$ cat config.mk
export PLATFORM = sky130hd
export DESIGN_NAME = pipe_ctrl
export DESIGN_NICKNAME = d
export VERILOG_FILES = /design/src/rtl/pipe_ctrl_pkg.sv /design/src/rtl/pipe_ctrl_wdog.sv /design/src/rtl/pipe_ctrl.sv
export SDC_FILE = /design/constraint.sdc
export NUM_CORES = 1
export LEC_CHECK = 0
export CORE_MARGIN = 2
export CORE_UTILIZATION = 30
export CTS_BUF_LIST = sky130_fd_sc_hd__clkbuf_2
export DETAILED_ROUTE_END_ITERATION = 6
export GPL_ROUTABILITY_DRIVEN = 0
export PLACE_DENSITY_LB_ADDON = 0.2
export SETUP_SLACK_MARGIN = 0.05
export SLEW_MARGIN = 20
export SYNTH_ARGS = -nofsm -noshare
export SYNTH_HDL_FRONTEND = slang
export SYNTH_SLANG_ARGS = --single-unit
$ cat constraint.sdc
create_clock -name clk -period 2.5 [get_ports clk]
set_input_delay 0.5 -clock clk [delete_from_list [all_inputs] [get_ports clk]]
set_output_delay 0.5 -clock clk [all_outputs]
set_load 0.1 [all_outputs]
$ cat src/rtl/pipe_ctrl_pkg.sv
// Shared constants for the pipeline controller: stop flags, stall codes, FSM states, address width.
package pipe_ctrl_pkg;

    localparam logic STOP    = 1'b1;
    localparam logic NO_STOP = 1'b0;

    localparam int          INST_ADDR_W = 32;
    localparam logic [31:0] ZERO_WORD   = 32'h0000_0000;

    // Bit order WB, MEM, EX, ID, IF, PC; a stage stall also holds every stage before it.
    localparam logic [5:0] STALL_NONE = {6{NO_STOP}};
    localparam logic [5:0] STALL_ID   = {NO_STOP, NO_STOP, NO_STOP, STOP, STOP, STOP};
    localparam logic [5:0] STALL_EX   = {NO_STOP, NO_STOP, STOP, STOP, STOP, STOP};
    localparam logic [5:0] STALL_MEM  = {NO_STOP, STOP, STOP, STOP, STOP, STOP};
    localparam logic [5:0] STALL_ALL  = {6{STOP}};

    typedef enum logic [1:0] {
        ST_RUN      = 2'd0,
        ST_EXC_WAIT = 2'd1,
        ST_FLUSH    = 2'd2
    } state_e;

    function automatic logic [5:0] stall_code(input logic id, input logic ex, input logic mem);
        if (mem)
            return STALL_MEM;
        else if (ex)
            return STALL_EX;
        else if (id)
            return STALL_ID;
        return STALL_NONE;
    endfunction

endpackage

$ cat src/rtl/pipe_ctrl_wdog.sv
// Stall watchdog: counts consecutive enabled cycles and pulses timeout on the TIMEOUT-th one.
module pipe_ctrl_wdog #(
    parameter int TIMEOUT = 1024
) (
    input  logic clk,
    input  logic rst,
    input  logic count_en,
    input  logic clr,
    output logic timeout
);

    localparam int CW = $clog2(TIMEOUT + 1);
    localparam logic [CW-1:0] LAST = CW'(TIMEOUT - 1);

    logic [CW-1:0] cnt_reg;

    assign timeout = count_en && !clr && (cnt_reg == LAST);

    always_ff @(posedge clk or negedge rst) begin
        if (!rst)
            cnt_reg <= '0;
        else if (clr || timeout)
            cnt_reg <= '0;
        else if (count_en)
            cnt_reg <= cnt_reg + 1'b1;
    end

endmodule

$ cat src/rtl/pipe_ctrl.sv
// Pipeline stall/flush controller with exception redirect.
// Optional stall watchdog compiled in with PIPE_CTRL_WDOG_EN.
module pipe_ctrl
    import pipe_ctrl_pkg::*;
#(
    parameter int          STALL_TIMEOUT = 1024,
    parameter logic [31:0] RESET_PC      = 32'h0000_0000
) (
    input  logic                   clk,
    input  logic                   rst,
    input  logic                   stallreq_id,
    input  logic                   stallreq_ex,
    input  logic                   stallreq_mem,
    input  logic                   excp_req,
    input  logic [INST_ADDR_W-1:0] excp_pc,
    output logic [5:0]             stall,
    output logic                   flush,
    output logic [INST_ADDR_W-1:0] new_pc,
    output logic                   wdog_to
);

    state_e                 state_reg, state_next;
    logic [INST_ADDR_W-1:0] epc_reg, epc_next;
    logic [INST_ADDR_W-1:0] new_pc_reg, redirect_pc;
    logic                   flush_reg;
    logic [5:0]             req_stall, stall_c;
    logic                   count_en, timeout;

    assign req_stall = stall_code(stallreq_id, stallreq_ex, stallreq_mem);
    // Only plain request-driven stalls in RUN age the watchdog; an accepted exception resets it.
    assign count_en  = rst && (state_reg == ST_RUN) && !excp_req && (req_stall != STALL_NONE);

`ifdef PIPE_CTRL_WDOG_EN
    pipe_ctrl_wdog #(
        .TIMEOUT (STALL_TIMEOUT)
    ) u_wdog (
        .clk      (clk),
        .rst      (rst),
        .count_en (count_en),
        .clr      (!count_en),
        .timeout  (timeout)
    );
`else
    logic unused_wdog;
    assign unused_wdog = count_en ^ (STALL_TIMEOUT == 0);
    assign timeout     = 1'b0;
`endif

    assign wdog_to = timeout;

    always_comb begin
        state_next  = state_reg;
        stall_c     = STALL_NONE;
        epc_next    = epc_reg;
        redirect_pc = epc_reg;
        case (state_reg)
            ST_RUN: begin
                if (excp_req) begin
                    epc_next    = excp_pc;
                    redirect_pc = excp_pc;
                    stall_c     = STALL_ALL;
                    state_next  = stallreq_mem ? ST_EXC_WAIT : ST_FLUSH;
                end else begin
                    stall_c = req_stall;
                    if (timeout) begin
                        redirect_pc = RESET_PC;
                        state_next  = ST_FLUSH;
                    end
                end
            end
            ST_EXC_WAIT: begin
                stall_c = STALL_ALL;
                if (!stallreq_mem)
                    state_next = ST_FLUSH;
            end
            ST_FLUSH: state_next = ST_RUN;
            default:  state_next = ST_RUN;
        endcase
    end

    assign stall  = rst ? stall_c : STALL_NONE;
    assign flush  = flush_reg;
    assign new_pc = new_pc_reg;

    always_ff @(posedge clk or negedge rst) begin
        if (!rst) begin
            state_reg  <= ST_RUN;
            epc_reg    <= RESET_PC;
            flush_reg  <= 1'b0;
            new_pc_reg <= RESET_PC;
        end else begin
            state_reg <= state_next;
            epc_reg   <= epc_next;
            flush_reg <= (state_next == ST_FLUSH);
            if (state_next == ST_FLUSH)
                new_pc_reg <= redirect_pc;
        end
    end

endmodule

[Word level (Yosys, flattened, before mapping)]
Cells that the tools add are included.
Word-level totals
  memories: 0
  logic and storage cells: 23
  bits in registers: 67
  output and inout port bits: 40
  latch bits: 0
  bits of input ports: 38
  memory bits (read-only): 0
  RAM bits: 0
Cells by class
  reductions and logical operators: 1
  divide/modulo/power cells: 0
  shifts and indexed selects: 0
  add/sub/neg operators: 0
  bitwise operators: 0
  multipliers: 0
  multiplexer cells: 16
  eq/ne operators: 2
  $lt $le $gt $ge: 0
Operators with widths (number)
  $mux 32: 2
  $mux 6: 6
  $pmux 6 s2: 1
  $mux 2: 3
  $pmux 2 s2: 1
  $mux 1: 3
  $eq 2x1->1 const B: 1
  $eq 2x2->1 const B: 1
  $logic_not 2->1: 1

[Logic depth before layout (Yosys ltp)]
  word-level depth: 7
  gate-level depth with buffers: 5
  mapped depth without buffers: 3

[Worst setup path before layout]
OpenSTA, ideal clock, no wires.
  kind: input to output
  start: input port excp_req
  end: output port stall[1]
  path slack: -1.218 ns
  data required time: 2.000 ns
  stages: 5
  path buffers: 3
  data arrival time: 3.218 ns
  cells stage by stage: clkbuf_2 buf_4 nor2_1 a31oi_1 buf_4
On the way
  word-level cells in the longest chain between the ends: 3
Ends and longest elaborated chain
  start, declared: line pipe_ctrl.sv:14  | input logic excp_req,
  $mux 6: line pipe_ctrl.sv:58  | if (excp_req) begin
  $pmux 6 s2: line pipe_ctrl.sv:56  | case (state_reg)
  $mux 6: line pipe_ctrl.sv:81  | assign stall = rst ? stall_c : STALL_NONE;
  end, declared: line pipe_ctrl.sv:16  | output logic [5:0] stall,
Every way passes these cells.

[Final worst setup path]
  start: register state_reg[1]
  end: output port stall[2]
On the way
  word-level cells in the longest chain between the ends: 3
  elaborated cells on any way between the ends: 4
  those cells by class: eq/ne (1); mux (2); reduce/logical (1)
Ends and longest elaborated chain
  start, declared: line pipe_ctrl.sv:22  | state_e state_reg, state_next;
  start signal, assigned: line pipe_ctrl.sv:92  | state_reg <= state_next;
  $eq 2x1->1 / $logic_not 2->1 (equally long branches): line pipe_ctrl.sv:56
  $pmux 6 s2 *: line pipe_ctrl.sv:56
  $mux 6 *: line pipe_ctrl.sv:81
Every way passes the cells marked *; elsewhere a longest branch is shown, timed or not.

==> results.yml <==
grt:
  grt_pass1_wl_um: 13100
  global_route.usage.total_pct: 14.9
  gr-total-overflow: 0
  antenna_found_initial: 0
  grt_pass1_vias: 2443
  grt_start_max_net_pins: 68
cts:
  worst_setup_hold_path_clk_slew_ps: 200
  clkLatencyLatePin_ps: 490
  postCtsHoldBufs: 0
  numClockSinks: 67
  tritoncts_clock_tree: "built"
  cts.htree.levels: 3
  clock_path_buffers: 2
  root_buffer: "clkbuf_2"
  number_of_buffers_created_by_cts: 9
logic_synthesis:
  synthesis.area_um2: 3130
  synth_area_in_adders_pct: 0
  synth_cell_types: 22
  synthXorXnorAreaFrac_pct: 0
  ys_seq_elements: 67
  synthesis_warning_total: 0
  synthesis.nets: 309
  synth_top_cells_by_area: "dfrtp_1 54%, mux2_2 12%, a22oi_1 7.7%, a31oi_1 6.6%, nor2b_1 6.4%"
  synth-compound-area-share_pct: 19.6
  synth.mux.area_fraction_pct: 11.5
  post-synth-top-area-fraction_pct: 53.6
  postSynthAreaPerCell_um2: 11.5
  synth_top_cell_by_area: "dfrtp_1"
  yosys.area_share.simple_pct: 9.04
  synth_top_family_by_area: "compound AO/OA/AOI/OAI gates"
  synthCells: 271
  synth.yosys.seq_area_share_pct: 53.6
routing:
  detail_route.wl_per_cell_um: 16.3
  drc: 0
  drt_first_iter_violations: 91
  overall_via_count_from_detail_route: 2420
  drt-pass1-iter-count: 4
  detail_route.vias_per_cell: 4.99
  drtAntennaViolNets: 0
  routed_wl_um: 7920
pwr:
  cellPowerDensity_nw_per_um2: 1050
  leakage_nw: 1.67
  vdd.ir_drop.worst_mv: 0.462
run:
  drv_cap: 0
floorplan:
  fp.dieH_um: 106
  num_rows: 37
  die_area_um2: 11300
  core_region_area_um2: 10200
  floorplan.initialDensity_pct: 30.6
  io-pin-count: 78
  die_x_um: 106
timing:
  timing.final.crit_period_ps: 2290
  timing.setup.tns_ps: 0
  timing.hold.ws_ps: 195
  slew-limit-headroom_pct: 41.0
  timing.fmax_mhz: 436
  finClkSkew_ps: 25.6
  final_min_period_over_clock_period_pct: 91.6
  grt_setup_unrepaired: "false"
  tightestPinTransition_ps: 885
  timing.final.hold_violations: 0
  slew_violations: 0
  final-setup-viol-count: 0
layout:
  final_layout_size_suffix_gt1_share_pct: 31.2
  area_growth_syn_to_layout_pct: 31.3
  antenna-diode-count: 0
  final_nets: 383
setup_path:
  cp_data_required_time_ps: 2000
  worstSetupPathType: "flop to primary output"
  cp.arrival_ps: 1790
  critPathSlowestCell: "dfrtp_1"
  cp_launch_type: "flop"
  cp-end-kind: "primary output"
  worstPathMaxFanout: 6
  critical-path-max-stage-delay_ps: 520
  worstPathBufferInverterCount: 1
  crit_chain: "nand2b_2 > a31oi_4 > buf_12"
  worst_path_top_cell_family_by_delay: "flip-flops"
placement:
  placement.io_buffers: 76
  place.detailed.hpwl_um: 4990
worst_hold_path:
  hold_path_class: "input pin to async pin"
outcome:
  status: "complete, no violations"
[timing repair]
| action | in CTS | in global routing |
|---|---|---|
| buffers inserted | 0 | 0 |
| endpoints found under the setup margin | 0 | 3 |
| gates resized for setup | 0 | 1 |
[stage by stage]
| step | util (%) | instance area [µm²] | worst slack, ps | cells | total power, mW |
|---|---|---|---|---|---|
| 2_1_floorplan | - | 3150 | -14.5 | 271 | 3.11 |
| 3_3_place_gp | 38.9 | 3980 | 384 | 470 | 3.59 |
| 3_5_place_dp | 38.9 | 3980 | 375 | 470 | 3.61 |
| 4_1_cts | 40.1 | 4100 | 75.2 | 485 | 4.34 |
| 5_1_grt | 40.1 | 4110 | 62.6 | 485 | 4.50 |
| 6_report | 40.1 | 4110 | 209 | 485 | 4.29 |
[power by group]
| part | switching, mW | internal, mW | total [mW] | leakage, nW |
|---|---|---|---|---|
| Clock | 0.391 | 0.319 | 0.711 | 0.0752 |
| Sequential | 0.176 | 1.33 | 1.51 | 0.789 |
| Combinational | 1.51 | 0.563 | 2.07 | 0.804 |
| Total | 2.08 | 2.21 | 4.29 | 1.67 |
[worst paths after layout]
kind / depth (start not counted) / slack [ps] / startpoint / end
max: 3 / 210 / state_reg[1] / stall[2]
min: 2 / 190 / rst / new_pc[7]
min reg2reg: 2 / 520 / epc_reg[5] / new_pc[5]
max in group asynchronous: 2 / 1710 / rst / epc_reg[5]
max reg2reg: 4 / 880 / state_reg[0] / epc_reg[17]
min in group clk: 3 / 430 / excp_req / new_pc[23]
[metal layers]
metal	global-route usage (%)	vias to the layer above	wire, µm
met4	4.51	0	91
met3	4.11	7	299
met5	0	-	0
met1	20.1	1214	3750
li1	-	1143	-
met2	23.2	56	3780
[cells by family after synthesis]
| family | Yosys count |
|---|---|
| other | 1 |
| AOI/OAI and AO/OA | 98 |
| and+or+nand+nor | 45 |
| buffers and inverters | 28 |
| DFF | 67 |
| muxes | 32 |
[cell usage in the layout, fill, tap and decap left out, types with 2 or more instances in the layout]
| cell type | n |
|---|---|
| clkdlybuf4s50_1 | 35 |
| o21ai_0 | 2 |
| buf_4 | 48 |
| dfrtp_1 | 67 |
| nor2_1 | 4 |
| a22oi_1 | 32 |
| mux2_2 | 32 |
| nor3b_4 | 2 |
| nor2_2 | 3 |
| clkbuf_2 | 9 |
| bufinv_16 | 2 |
| buf_12 | 6 |
| o21ai_1 | 30 |
| clkinv_2 | 2 |
| nor2b_1 | 32 |
| a31oi_1 | 32 |
[cell type report]
cell class / count / area (µm²)
clock buffer: 9 / 45.0
clock inverter: 6 / 81.3
fill: 1037 / 6120
inverter: 1 / 3.75
multi-input combinational: 176 / 1290
sequential: 67 / 1680
tap: 136 / 170
timing repair buffer: 90 / 836
[synthesized netlist by cell type]
library cell / instances
dfrtp_1: 67
a31oi_1: 33
a22oi_1: 32
mux2_2: 32
nor2b_1: 32
o21ai_1: 30
buf_2: 8
buf_6: 7
nor2_1: 7
buf_4: 6
clkbuf_1: 5
o21ai_0: 2
a21oi_1: 1
clkbuf_2: 1
conb_1: 1
inv_1: 1
nand2b_1: 1
nor3_1: 1
nor3b_1: 1
nor3b_2: 1
nor3b_4: 1
or2_1: 1
Power figures use the tool's default switching activity.
